File: src/rtl/multicycle_pkg.sv
// Shared encodings for the multi-cycle RV32I control path and its datapath muxes.
// Latency: n/a (constants and types only).
// Backpressure: n/a.
package multicycle_pkg;

   // FSM state encodings
   localparam logic [2:0] ST_FETCH  = 3'd0;
   localparam logic [2:0] ST_DECODE = 3'd1;
   localparam logic [2:0] ST_EXEC   = 3'd2;
   localparam logic [2:0] ST_MEM    = 3'd3;
   localparam logic [2:0] ST_WB     = 3'd4;
   localparam logic [2:0] ST_TRAP   = 3'd5;

   // RV32I major opcodes
   localparam logic [6:0] OPC_OP     = 7'b0110011;
   localparam logic [6:0] OPC_OPIMM  = 7'b0010011;
   localparam logic [6:0] OPC_LOAD   = 7'b0000011;
   localparam logic [6:0] OPC_STORE  = 7'b0100011;
   localparam logic [6:0] OPC_BRANCH = 7'b1100011;
   localparam logic [6:0] OPC_LUI    = 7'b0110111;
   localparam logic [6:0] OPC_AUIPC  = 7'b0010111;
   localparam logic [6:0] OPC_JAL    = 7'b1101111;
   localparam logic [6:0] OPC_JALR   = 7'b1100111;

   // Immediate generator format select
   localparam logic [2:0] IMM_I = 3'd0;
   localparam logic [2:0] IMM_S = 3'd1;
   localparam logic [2:0] IMM_B = 3'd2;
   localparam logic [2:0] IMM_U = 3'd3;
   localparam logic [2:0] IMM_J = 3'd4;

   // Next-PC select
   localparam logic [1:0] PC_PLUS4  = 2'd0;
   localparam logic [1:0] PC_TARGET = 2'd1;
   localparam logic [1:0] PC_JALR   = 2'd2;

   // Register write-back source select
   localparam logic [1:0] WB_ALU = 2'd0;
   localparam logic [1:0] WB_MEM = 2'd1;
   localparam logic [1:0] WB_PC4 = 2'd2;

   // One-hot instruction class produced by the decoder
   typedef struct packed {
      logic op;
      logic opimm;
      logic lui;
      logic auipc;
      logic load;
      logic store;
      logic branch;
      logic jal;
      logic jalr;
      logic illegal;
   } iclass_t;

endpackage

File: src/rtl/ctrl_decode.sv
// Opcode classifier: latched opcode -> one-hot instruction class and immediate format.
// Latency: purely combinational.
// Backpressure: none.
module ctrl_decode
   import multicycle_pkg::*;
(
   input  logic [6:0] opcode,
   output iclass_t    cls,
   output logic [2:0] imm_sel
);

   // Classify the opcode; anything unrecognised is flagged illegal with an I-format default
   always_comb begin
      cls     = '0;
      imm_sel = IMM_I;
      case (opcode)
         OPC_OP:     cls.op = 1'b1;
         OPC_OPIMM:  cls.opimm = 1'b1;
         OPC_LOAD:   cls.load = 1'b1;
         OPC_JALR:   cls.jalr = 1'b1;
         OPC_STORE: begin
            cls.store = 1'b1;
            imm_sel   = IMM_S;
         end
         OPC_BRANCH: begin
            cls.branch = 1'b1;
            imm_sel    = IMM_B;
         end
         OPC_LUI: begin
            cls.lui = 1'b1;
            imm_sel = IMM_U;
         end
         OPC_AUIPC: begin
            cls.auipc = 1'b1;
            imm_sel   = IMM_U;
         end
         OPC_JAL: begin
            cls.jal = 1'b1;
            imm_sel = IMM_J;
         end
         default:    cls.illegal = 1'b1;
      endcase
   end

endmodule

File: src/rtl/multicycle_ctrl.sv
// Control FSM for the multi-cycle RV32I core (fetch/decode/exec/mem/wb); MULTICYCLE_CTRL_TRAP_EN adds a sticky illegal-opcode trap.
// Latency: branch/NOP 3 cycles, ALU/LUI/AUIPC/JAL/JALR/store 4, load 5, plus one per mem_ready=0 cycle.
// Backpressure: FETCH and MEM hold mem_req/addr_sel stable until mem_ready; all outputs are quiet in reset and the cycle after.
module multicycle_ctrl
   import multicycle_pkg::*;
(
   input  logic       clk,
   input  logic       rst,
   input  logic [6:0] opcode,
   input  logic [2:0] funct3,
   input  logic       branch_taken,
   input  logic       mem_ready,
   output logic       mem_req,
   output logic       mem_we,
   output logic       addr_sel,
   output logic       ir_we,
   output logic       pc_we,
   output logic [1:0] pc_sel,
   output logic [2:0] imm_sel,
   output logic       alu_src_a,
   output logic       alu_src_b,
   output logic       reg_we,
   output logic [1:0] wb_sel,
   output logic       retire,
   output logic       illegal_instr
);

   logic [2:0] state, state_nxt;
   logic       run;
   logic       ena;
   iclass_t    cls;
   logic [2:0] imm_raw;
   logic       mem_req_c, mem_we_c, addr_sel_c, ir_we_c, pc_we_c;
   logic       alu_src_a_c, alu_src_b_c, reg_we_c, retire_c;
   logic [1:0] pc_sel_c, wb_sel_c;

   // funct3 is carried for the datapath's class handling; the FSM itself never needs it
   logic unused_funct3;
   assign unused_funct3 = ^funct3;

   ctrl_decode u_decode (
      .opcode  (opcode),
      .cls     (cls),
      .imm_sel (imm_raw)
   );

   // Outputs are suppressed while rst is high (no partial PC/reg write) and for one idle cycle after
   assign ena = run & ~rst;

   // State register plus the one-cycle post-reset idle flag
   always_ff @(posedge clk) begin
      if (rst) begin
         state <= ST_FETCH;
         run   <= 1'b0;
      end else begin
         run <= 1'b1;
         if (run) state <= state_nxt;
      end
   end

`ifdef MULTICYCLE_CTRL_TRAP_EN
   logic ill_q;

   // Sticky illegal flag, set on the way into TRAP and cleared only by reset
   always_ff @(posedge clk) begin
      if (rst)
         ill_q <= 1'b0;
      else if (run && state == ST_DECODE && cls.illegal)
         ill_q <= 1'b1;
   end

   assign illegal_instr = ill_q & ~rst;
`else
   assign illegal_instr = 1'b0;
`endif

   // Next-state and raw datapath controls per state
   always_comb begin
      state_nxt   = state;
      mem_req_c   = 1'b0;
      mem_we_c    = 1'b0;
      addr_sel_c  = 1'b0;
      ir_we_c     = 1'b0;
      pc_we_c     = 1'b0;
      pc_sel_c    = PC_PLUS4;
      alu_src_a_c = 1'b0;
      alu_src_b_c = 1'b0;
      reg_we_c    = 1'b0;
      wb_sel_c    = WB_ALU;
      retire_c    = 1'b0;
      case (state)
         ST_FETCH: begin
            mem_req_c = 1'b1;
            if (mem_ready) begin
               ir_we_c   = 1'b1;
               state_nxt = ST_DECODE;
            end
         end
         ST_DECODE: begin
`ifdef MULTICYCLE_CTRL_TRAP_EN
            state_nxt = cls.illegal ? ST_TRAP : ST_EXEC;
`else
            state_nxt = ST_EXEC;
`endif
         end
         ST_EXEC: begin
            alu_src_b_c = cls.opimm | cls.lui | cls.auipc | cls.load | cls.store;
            alu_src_a_c = cls.auipc;
            if (cls.load || cls.store) begin
               state_nxt = ST_MEM;
            end else if (cls.branch) begin
               pc_we_c   = 1'b1;
               pc_sel_c  = branch_taken ? PC_TARGET : PC_PLUS4;
               retire_c  = 1'b1;
               state_nxt = ST_FETCH;
            end else if (cls.illegal) begin
               // Unknown opcode retires as a NOP
               pc_we_c   = 1'b1;
               retire_c  = 1'b1;
               state_nxt = ST_FETCH;
            end else if (cls.op || cls.opimm || cls.lui || cls.auipc || cls.jal || cls.jalr) begin
               state_nxt = ST_WB;
            end
         end
         ST_MEM: begin
            mem_req_c  = 1'b1;
            addr_sel_c = 1'b1;
            mem_we_c   = cls.store;
            if (mem_ready) begin
               if (cls.store) begin
                  pc_we_c   = 1'b1;
                  retire_c  = 1'b1;
                  state_nxt = ST_FETCH;
               end else begin
                  state_nxt = ST_WB;
               end
            end
         end
         ST_WB: begin
            reg_we_c  = 1'b1;
            pc_we_c   = 1'b1;
            retire_c  = 1'b1;
            state_nxt = ST_FETCH;
            if (cls.load)
               wb_sel_c = WB_MEM;
            else if (cls.jal || cls.jalr)
               wb_sel_c = WB_PC4;
            if (cls.jal)
               pc_sel_c = PC_TARGET;
            else if (cls.jalr)
               pc_sel_c = PC_JALR;
         end
`ifdef MULTICYCLE_CTRL_TRAP_EN
         ST_TRAP: state_nxt = ST_TRAP;
`endif
         default: state_nxt = ST_FETCH;
      endcase
   end

   assign mem_req   = mem_req_c & ena;
   assign mem_we    = mem_we_c & ena;
   assign addr_sel  = addr_sel_c & ena;
   assign ir_we     = ir_we_c & ena;
   assign pc_we     = pc_we_c & ena;
   assign pc_sel    = ena ? pc_sel_c : 2'd0;
   assign imm_sel   = ena ? imm_raw : 3'd0;
   assign alu_src_a = alu_src_a_c & ena;
   assign alu_src_b = alu_src_b_c & ena;
   assign reg_we    = reg_we_c & ena;
   assign wb_sel    = ena ? wb_sel_c : 2'd0;
   assign retire    = retire_c & ena;

endmodule

File: config.mk
export PLATFORM = sky130hd
export DESIGN_NAME = multicycle_ctrl
export DESIGN_NICKNAME = d
export VERILOG_FILES = /design/src/rtl/multicycle_pkg.sv /design/src/rtl/ctrl_decode.sv /design/src/rtl/multicycle_ctrl.sv
export SDC_FILE = /design/constraint.sdc
export NUM_CORES = 1
export LEC_CHECK = 0
export ABC_AREA = 1
export BUFFER_PORTS_ARGS = -buffer_cell sky130_fd_sc_hd__buf_2
export CORE_AREA = 2 2 39 41
export CTS_CLUSTER_DIAMETER = 100
export DETAILED_ROUTE_END_ITERATION = 8
export DIE_AREA = 0 0 41 43
export PLACE_DENSITY = 0.75
export SYNTH_ARGS = -nofsm -noshare
export SYNTH_HDL_FRONTEND = slang
export SYNTH_SLANG_ARGS = --single-unit
File: constraint.sdc
create_clock -name clk -period 2.4 [get_ports clk]
set_input_delay 0.12 -clock clk [delete_from_list [all_inputs] [get_ports clk]]
set_output_delay 0.12 -clock clk [all_outputs]
set_load 0.005 [all_outputs]
==> results of run 1 <==
## cell type report
class | count | area share [%]
Multi-Input combinational cell | 73 | 53.4
Timing Repair Buffer | 26 | 18.9
Sequential cell | 4 | 11.7
Inverter | 18 | 9.84
Clock buffer | 3 | 3.28
Tap cell | 16 | 2.91
## routing by layer
metal / up-vias / global-route usage, %
met4: 0 / 8.00
met5: - / 0
met1: 275 / 15.2
li1: 351 / -
met3: 0 / 0
met2: 19 / 28.1
## report_power, final
group	internal (µW)	switching, µW	total (µW)
clock network	55.8	25.3	81.1
registers	70.1	5.41	75.5
logic	20.7	33.7	54.4
## how the worst max path moves through the flow
stage / from / to / slack, ns / cells after the start
finish: run$_DFF_P_ / pc_sel[0] / 0.75 / 7
global placement: run$_DFF_P_ / pc_sel[0] / 1.03 / 7
global route: run$_DFF_P_ / pc_sel[0] / 0.60 / 7
floorplan: state[1]$_SDFFE_PP0P_ / retire / 1.08 / 7
CTS: run$_DFF_P_ / pc_sel[0] / 0.73 / 7
detailed placement: run$_DFF_P_ / pc_sel[0] / 0.99 / 7
## cells in the mapped netlist, drive strengths merged
master  number
a21oi        6
o21ai        7
nand3        3
o32ai        1
inv         17
nor2        23
buf          2
dfxtp        4
conb         1
clkinv       1
nand2       25
nand3b       1
nor3         6
## worst max-delay path: cells and delay by family (launching register included)
| family | cells | cell delay (ns) |
|---|---|---|
| buffers and inverters | 4 | 0.40 |
| flip-flops | 1 | 0.36 |
| AND/OR/NAND/NOR | 2 | 0.35 |
| AO/OA/AOI/OAI | 1 | 0.19 |
## cell usage in the layout, fill, tap and decap left out, types with 3 or more instances in the layout
master,count
buf_2,26
nand2_1,24
nor2_1,19
inv_1,12
a21oi_1,6
inv_2,5
nor2_2,4
o21ai_1,4
dfxtp_1,4
nor3_2,3
nor3_1,3
clkbuf_4,3
## flip-flops by register name, indices dropped and copies added (netlist names)
name   flops
state      3
run        1
## cell families (layout without fill, tap and decap cells)
logic type             after synthesis  count (layout)  share of synthesized area, %
DFF                                  4               4                          15.1
AOI/OAI and AO/OA                   14              14                          17.5
and+or+nand+nor                     58              58                          51.1
buffers and inverters               20              47                          15.6
other                                1               1                         0.709
## stage by stage
step / setup slack [ns] / utilization (%) / cell area (µm²)
detailed placement: 0.994 / 48.0 / 664
floorplan: 1.08 / - / 529
global route: 0.599 / 49.6 / 687
finish: 0.749 / 49.6 / 687
CTS: 0.732 / 49.6 / 687
global placement: 1.03 / 48.0 / 664
==> run summary, run 1 <==
Root Buffer: clkbuf_4
Yosys top cell by area: nand2_1
GR Overflow Total: 0
Static Leak: 0.000387 µW
multi-input logic area: 367 µm²
register area share after synthesis: 15.1%
Final Hold Viols: 0
Worst setup SP type: register
post-route minimum period: 1.65 ns
WL/cell: 8.91 µm
initial antenna violation count: 0
CP endpoint kind: primary output
site row count: 14
ant diodes: 0
Synth warnings: 0
chip width: 41 µm
hold_ws: 0.0918 ns
WP data required: 2.28 ns
Die Area: 1760 µm²
vias: 645
setup TNS: 0 ns
clock buffer depth: 2
initial drt markers: 10
vias in the first global route: 535
crit-path max FO: 8
r2r worst-path depth: 7
Synth Register Bits: 4
# fillers: 150
setup slack, reg-to-reg: 1.16 ns
Hold-fix buffers, CTS: 0
layout cells sized above 1: 37.1%
CP cell instances: inv_1 > nor2_1 > inv_2 > nor2_1 > inv_1 > o32ai_2 > buf_2
VDD IR max: 0.000241 V
DRC Markers: 0
Area growth, synth to finish: 29.8%
# nets final: 140
Area contributors post-synth: nand2_1, dfxtp_1, nor2_1
fin. max-slew vios: 0
Critical-path top delay cell: dfxtp_1
Peak Freq: 606 MHz
final setup fails: 0
worst path arrival time: 1.53 ns
postcts setup bufs: 0
Sink Count: 4
run status: complete, no violations
Worst Hold Class: input port to register
Power Total: 211 µW
FF-to-FF Start: state[0]$_SDFFE_PP0P_
CTS tree: done
clock latency at the later pin of the worst-skew pair: 0.23 ns
Avg Cell Area, Syn: 5.46 µm²
Synthesized Nets: 111
first-pass GRT wire length: 1.86 mm
crit path kind: register to primary output
Port Buffer Count: 26
Starting Density: 38.2%
Placer Congestion: 0.746
gr usage total: 15.0%
dpl hpwl: 1.05 mm
slowest stage delay, CP: 0.36 ns
Vias/cell: 4.61
synth unique cells: 20
Total Wirelength: 1.25 mm
cts bufs inserted: 3
H-tree levels: 1
maxcap violations: 0
post-route ant nets: 0
Met2 Wirelength: 635 µm
placed cells: 137
Final Non-Filler Cells: 140
PD cells: 307 nW/µm²
largest net degree at the start of global routing: 9
RSZ-0062 raised after global routing: false
Top Ports: 31
CORE AREA: 1380 µm²
Hold Crit Start: rst
metal1 wirelength: 545 µm
Worst-path clk slew: 0.04 ns
Post-CTS Resized: 0
Die H: 43 µm
Setup Skew: 0.00494 ns
Final Cycle Share: 68.8%
max layer used: met3
Worst Hold End: run$_DFF_P_
register area: 80.1 µm²
Synth Cell Area: 529 µm²
Synth Instances: 97
WL met3: 65 µm
cell depth of the worst min-delay path: 2
DR pass1 iterations: 4
Synth top area share: 17.0%
capture point of the worst reg-to-reg path: state[0]$_SDFFE_PP0P_
Power figures use the tool's default switching activity.
==> run 2: changes to the inputs <==
CORE_AREA = default   (was 2 2 39 41)
CORE_MARGIN = 2   (was default)
CORE_UTILIZATION = 37   (was default)
DIE_AREA = default   (was 0 0 41 43)
PLACE_DENSITY = 0.73   (was 0.75)
clock period = 1.4 ns   (was 2.4 ns; I/O delays follow)
==> run 2 against run 1 <==
  * The run now ends with setup timing left
  * Die area down 0.80%
  * Critical path type unchanged
  * Critical path depth decreased by 1
  * Sequential cell count did not move
  * Power up 89%
  * Highest routed layer is now met4
  * Clock-buffer cell count is the same
  * Sequential share of layout area down 1.1 points
  * Critical endpoint is now pc_we
==> run summary, run 2 (synthesized netlist as in run 1, its figures left out) <==
maxcap violations: 0 (unchanged)
crit path kind: register to primary output (unchanged)
clock latency at the later pin of the worst-skew pair: 0.22 ns (was 0.23 ns)
first-pass GRT wire length: 2.40 mm (was 1.86 mm)
Sw Ratio: 32.1% (was 30.5%)
Die Area: 1750 µm² (was 1760 µm²)
CORE AREA: 1320 µm² (was 1380 µm²)
worst setup path end: pc_we (was pc_sel[0])
Die H: 41.8 µm (was 43 µm)
most frequent cells in the layout: buf_2, nand2_1, nor2_1 (was buf_2, nand2_1, nor2_1, inv_1, a21oi_1)
Final Cycle Share: 103%
Clk pwr share: 33.2% (was 38.4%)
cts bufs inserted: 3 (unchanged)
gr usage total: 16.4% (was 15.0%)
Static Leak: 0.000434 µW (was 0.000387 µW)
post-route minimum period: 1.45 ns
largest registers: state (3), run (1) (unchanged)
Placer Congestion: 0.791 (was 0.746)
PD cells: 469 nW/µm² (was 307 nW/µm²)
Top reg by flops: state (unchanged)
Comb pwr share: 34.2% (was 25.8%)
part of the power in registers: 32.6% (was 35.8%)
# nets final: 149 (was 140)
DR pass1 iterations: 4 (unchanged)
ant diodes: 0 (unchanged)
commonest non-fill, non-tap cell in the layout: buf_2 (unchanged)
Critical-path top delay cell: dfxtp_4 (was dfxtp_1)
Setup Skew: 0.00147 ns (was 0.00494 ns)
RSZ-0062 raised after global routing: true (was false)
Sink Count: 4 (unchanged)
vias: 731 (was 645)
H-tree levels: 1 (unchanged)
Worst Hold Class: input port to register (unchanged)
met1 Use GR: 20.9% (was 15.2%)
dpl hpwl: 1.12 mm (was 1.05 mm)
WP data required: 1.33 ns (was 2.28 ns)
capture point of the worst reg-to-reg path: state[0]$_SDFFE_PP0P_ (unchanged)
Worst-path clk slew: 0.03 ns (was 0.04 ns)
GRT Max-Usage Layer: met2 (unchanged)
GR Layer Usage met3: 1.30% (was 0%)
GR Overflow Total: 0 (unchanged)
max reg flops: 3 (unchanged)
DRC Markers: 0 (unchanged)
Root Buffer: clkbuf_4 (unchanged)
WL/cell: 11.2 µm (was 8.91 µm)
chip width: 41.8 µm (was 41 µm)
# fillers: 109 (was 150)
Pint: 271 µW (was 147 µW)
largest net degree at the start of global routing: 8 (was 9)
CP endpoint kind: primary output (unchanged)
slowest stage delay, CP: 0.39 ns (was 0.36 ns)
failing checks: setup timing
VDD IR max: 0.000400 V (was 0.000241 V)
CTS tree: done (unchanged)
clock buffer depth: 2 (unchanged)
final setup fails: 6 (was 0)
Worst setup SP type: register (unchanged)
Sw Pwr: 128 µW (was 64.4 µW)
CP cell instances: inv_4 > nor3_4 > buf_4 > nor2_1 > a21oi_1 > buf_2 (was inv_1 > nor2_1 > inv_2 > nor2_1 > inv_1 > o32ai_2 > buf_2)
initial antenna violation count: 0 (unchanged)
Top Ports: 31 (unchanged)
post-route ant nets: 0 (unchanged)
multi-input logic area: 442 µm² (was 367 µm²)
setup slack, reg-to-reg: -0.04 ns (was 1.16 ns)
Core Util, Final: 64.7% (was 49.6%)
FF-to-FF Start: state[1]$_SDFFE_PP0P_ (was state[0]$_SDFFE_PP0P_)
Total Wirelength: 1.66 mm (was 1.25 mm)
r2r worst-path depth: 10 (was 7)
run status: finished with violations (was complete, no violations)
cell area after layout: 852 µm² (was 687 µm²)
Port Buffer Count: 26 (unchanged)
final setup margin: -0.0462 ns (was 0.749 ns)
Final Hold Viols: 0 (unchanged)
Placed Area: 678 µm² (was 664 µm²)
initial drt markers: 10 (unchanged)
post-place setup slack: 0.111 ns (was 0.994 ns)
Vias/cell: 4.94 (was 4.61)
vias in the first global route: 611 (was 535)
Crit. Startpoint: state[2]$_SDFFE_PP0P_ (was run$_DFF_P_)
hold_ws: 0.0778 ns (was 0.0918 ns)
Hold-fix buffers, CTS: 0 (unchanged)
met2 Track Usage GR: 29.1% (was 28.1%)
Peak Freq: 691 MHz
site row count: 13 (was 14)
worst path arrival time: 1.38 ns (was 1.53 ns)
fin. max-slew vios: 0 (unchanged)
Starting Density: 40.2% (was 38.2%)
crit-path max FO: 4 (was 8)
register area: 90.1 µm² (was 80.1 µm²)
layout cells sized above 1: 57.9% (was 37.1%)
Area growth, synth to finish: 61.0% (was 29.8%)
[run 2: final cells by class]
cell class,count,area share [%]
Timing Repair Buffer,35,24.5
Sequential cell,4,10.6
Multi-Input combinational cell,73,51.8
Clock buffer,3,2.64
Tap cell,15,2.20
Inverter,18,8.22
[run 2: layer usage]
| metal | vias up | wire length [µm] |
|---|---|---|
| met1 | 345 | 714 |
| li1 | 374 | - |
| met5 | - | 0 |
| met2 | 10 | 885 |
| met4 | 0 | 11 |
| met3 | 2 | 44 |
[run 2: critical path, delay by kind of cell (launching register included)]
family                 cells  cell delay [ns]
buffers and inverters      3             0.35
flip-flops                 1             0.39
AO/OA/AOI/OAI              1             0.15
AND/OR/NAND/NOR            2             0.25
[run 2: metrics by stage]
step                      TNS [ns]  power [µW]  std cells
after detailed placement         0         229        138
after floorplan                  0         190         97
after global routing        -0.871         431        148
after CTS                  -0.0628         377        144
final                       -0.193         399        148
after global placement           0         227        138
[run 2: power by group through the flow]
| stage | clock, µW | sequential [µW] | combinational (µW) |
|---|---|---|---|
| 5_1_grt | 151 | 131 | 150 |
| 6_report | 133 | 130 | 136 |
| 4_1_cts | 140 | 130 | 107 |
| 3_3_place_gp | 0 | 130 | 96.3 |
| 3_5_place_dp | 0 | 131 | 98.3 |
| 2_1_floorplan | 0 | 130 | 60.6 |
[run 2: worst min path at each step]
stage	start	endpoint	slack [ns]	cells after the start
6_report	rst	run$_DFF_P_	0.08	2
5_1_grt	rst	run$_DFF_P_	0.07	2
4_1_cts	rst	run$_DFF_P_	0.05	2
3_5_place_dp	rst	run$_DFF_P_	0.28	2
3_3_place_gp	rst	run$_DFF_P_	0.28	2
2_1_floorplan	rst	run$_DFF_P_	0.13	1
[run 2: timing repair]
action | CTS | global route
setup buffers | 3 | 5
gates resized for setup | 7 | 28
pin swaps | 5 | 13
hold endpoints to repair | 0 | 0
endpoints found under the setup margin | 7 | 13
==> run 3: changes to the inputs <==
ABC_AREA = default   (was 1)
CORE_UTILIZATION = 36   (was 37)
PLACE_DENSITY = 0.74   (was 0.73)
==> run 3 against run 2 <==
  * The flow still finishes with violations (setup timing)
  * Clock-buffer cell count stayed put
  * Largest power group is now the clock network
  * Critical path type unchanged
  * Worst setup slack better by 0.010 ns
  * Worst hold slack worse by 0.011 ns
  * Sequential power decreased by 4%
  * Core utilization shrank 10 points
  * Cell count shrank 25%
  * Synthesized area decreased by 10%
==> run summary, run 3 <==
run status: finished with violations (unchanged)
failing checks: setup timing (unchanged)
fin. max-slew vios: 0 (unchanged)
most common cell in the synthesized netlist: nand2_1 (unchanged)
clock buffer depth: 2 (unchanged)
DR pass1 iterations: 4 (unchanged)
number of flops mapped to enable cells by yosys: 0 (unchanged)
CP cell instances: nor2b_4 > and4b_4 > nor2b_4 > a211o_1 > buf_2 (was inv_4 > nor3_4 > buf_4 > nor2_1 > a21oi_1 > buf_2)
Worst Hold Class: input port to register (unchanged)
initial antenna violation count: 0 (unchanged)
Setup Skew: 0.000804 ns (was 0.00147 ns)
H-tree levels: 1 (unchanged)
setup TNS: -0.103 ns (was -0.193 ns)
Worst setup SP type: register (unchanged)
Starting Density: 37.4% (was 40.2%)
Top Ports: 31 (unchanged)
Static Leak: 0.000336 µW (was 0.000434 µW)
CTS tree: done (unchanged)
Final Cycle Share: 103% (about the same)
Yosys top cell by area: dfxtp_1 (was nand2_1)
largest net degree at the start of global routing: 8 (unchanged)
Post-synth ARST share: 0% (unchanged)
Synth Register Bits: 4 (unchanged)
post-place setup slack: 0.102 ns (was 0.111 ns)
vias in the first global route: 506 (was 611)
most used cell, CP: nor2b_4
Avg Cell Area, Syn: 7.41 µm² (was 5.46 µm²)
Core Util, Final: 54.5% (was 64.7%)
max reg flops: 3 (unchanged)
post-route minimum period: 1.44 ns (was 1.45 ns)
post-route ant nets: 0 (unchanged)
top cells by count, synth: nand2_1, nor2_1, dfxtp_1, nand2b_1, nor4_1 (was nand2_1, nor2_1, inv_1, a21oi_1, inv_2)
Synth Cell Area: 474 µm² (was 529 µm²)
placed cells: 107 (was 138)
GR Layer Usage met3: 3.89% (was 1.30%)
Final Hold Viols: 0 (unchanged)
Sink Count: 4 (unchanged)
largest registers: state (3), run (1) (unchanged)
vias: 584 (was 731)
gr usage total: 18.9% (was 16.4%)
VDD IR max: 0.000274 V (was 0.000400 V)
cts bufs inserted: 3 (unchanged)
Synth top area share: 16.9% (was 17.0%)
register area share after synthesis: 16.9% (was 15.1%)
Area contributors post-synth: dfxtp_1, nand2_1, nor2b_4 (was nand2_1, dfxtp_1, nor2_1)
met2 Track Usage GR: 33.9% (was 29.1%)
initial drt markers: 6 (was 10)
Area growth, synth to finish: 45.9% (was 61.0%)
dpl hpwl: 1.04 mm (was 1.12 mm)
Peak Freq: 697 MHz (was 691 MHz)
Synthesized Nets: 78 (was 111)
Port Buffer Count: 26 (unchanged)
clock latency at the later pin of the worst-skew pair: 0.24 ns (was 0.22 ns)
final setup margin: -0.0357 ns (was -0.0462 ns)
CP endpoint kind: primary output (unchanged)
final setup fails: 3 (was 6)
Die H: 40.3 µm (was 41.8 µm)
GRT Max-Usage Layer: met2 (unchanged)
prevailing post-synth register cell: dfxtp_1 (unchanged)
Placer Congestion: 0.760 (was 0.791)
GR Overflow Total: 0 (unchanged)
maxcap violations: 0 (unchanged)
Die Area: 1620 µm² (was 1750 µm²)
Vias/cell: 5.26 (was 4.94)
synth unique cells: 35 (was 20)
Critical-path top delay cell: dfxtp_2 (was dfxtp_4)
PD cells: 523 nW/µm² (was 469 nW/µm²)
hold_ws: 0.0671 ns (was 0.0778 ns)
# nets final: 112 (was 149)
commonest non-fill, non-tap cell in the layout: buf_2 (unchanged)
crit path kind: register to primary output (unchanged)
ant diodes: 0 (unchanged)
Root Buffer: clkbuf_4 (unchanged)
Total Wirelength: 1.34 mm (was 1.66 mm)
met1 Use GR: 19.7% (was 20.9%)
first-pass GRT wire length: 1.98 mm (was 2.40 mm)
site row count: 13 (unchanged)
Top reg by flops: state (unchanged)
most frequent cells in the layout: buf_2, nand2_1, buf_4, nor2_1 (was buf_2, nand2_1, nor2_1)
slowest stage delay, CP: 0.31 ns (was 0.39 ns)
Synth warnings: 0 (unchanged)
worst path arrival time: 1.37 ns (was 1.38 ns)
chip width: 40.3 µm (was 41.8 µm)
WL/cell: 12.0 µm (was 11.2 µm)
Final Non-Filler Cells: 111 (was 148)
layout cells sized above 1: 52.1% (was 57.9%)
WP data required: 1.33 ns (about the same)
crit-path max FO: 4 (unchanged)
Synth Instances: 64 (was 97)
RSZ-0062 raised after global routing: true (unchanged)
Worst-path clk slew: 0.04 ns (was 0.03 ns)
CORE AREA: 1270 µm² (was 1320 µm²)
DRC Markers: 0 (unchanged)
-- run 3: cell count changes in the layout (fill, tap and decap cells not counted), sizes merged, moves of 4 or more --
cell / delta
nand2: -16
o21ai: -5
inv: -15
a21oi: -4
nor2: -17
-- run 3: worst max-delay path, delay by kind of cell, from the launching register on --
| family | cells | cell delay (ns) |
|---|---|---|
| AOI/OAI and AO/OA | 1 | 0.26 |
| and+or+nand+nor | 3 | 0.43 |
| DFF | 1 | 0.31 |
| buffers and inverters | 1 | 0.13 |
-- run 3: metal layers --
metal  share of wire (%)  up-vias
li1                    -      300
met1                  41      260
met2                  50       20
met3                 6.5        4
met4                 2.5        0
met5                   0        -
-- run 3: logic make-up (layout without fill, tap and decap cells) --
| family | after synthesis | in the layout | synth area share, % |
|---|---|---|---|
| other cells | 1 | 1 | 0.791 |
| simple gates | 41 | 41 | 57.0 |
| compound gates | 12 | 12 | 17.7 |
| buf+inv | 5 | 37 | 5.80 |
| flops | 4 | 4 | 16.9 |
| xor+xnor | 1 | 1 | 1.85 |
-- run 3: final cells by class --
type | instances | area (µm²)
inverter | 2 | 7.51
tap | 15 | 18.8
sequential | 4 | 87.6
fill | 125 | 577
clock buffer | 3 | 22.5
multi-input combinational | 55 | 380
timing repair buffer | 32 | 175
-- run 3: path summary, 6_finish.rpt --
kind	endpoint	slack [ns]	startpoint	depth (start not counted)
hold / removal	run$_DFF_P_	0.07	rst	2
setup reg to reg	state[2]$_SDFFE_PP0P_	0.28	run$_DFF_P_	5
hold reg to reg	state[2]$_SDFFE_PP0P_	0.55	state[2]$_SDFFE_PP0P_	2
setup / recovery	retire	-0.04	run$_DFF_P_	5
-- run 3: what timing repair did --
item,CTS,global route
resized for setup,7,1
endpoints found under the setup margin,5,4
setup buffers,1,0
pin swaps,2,0
hold buffers,0,0
-- run 3: per-stage QoR --
stage,instance area [µm²],total power [µW]
finish,692,362
global route,692,383
CTS,686,367
detailed placement,641,210
global placement,641,209
floorplan,474,169
-- run 3: report_power, final --
part / switching [µW] / total (µW) / internal [µW] / leakage, µW
clock: 53.0 / 149 / 96.2 / 0.0000138
combinational: 48.5 / 88.3 / 39.8 / 0.000288
sequential: 5.72 / 125 / 119 / 0.0000345
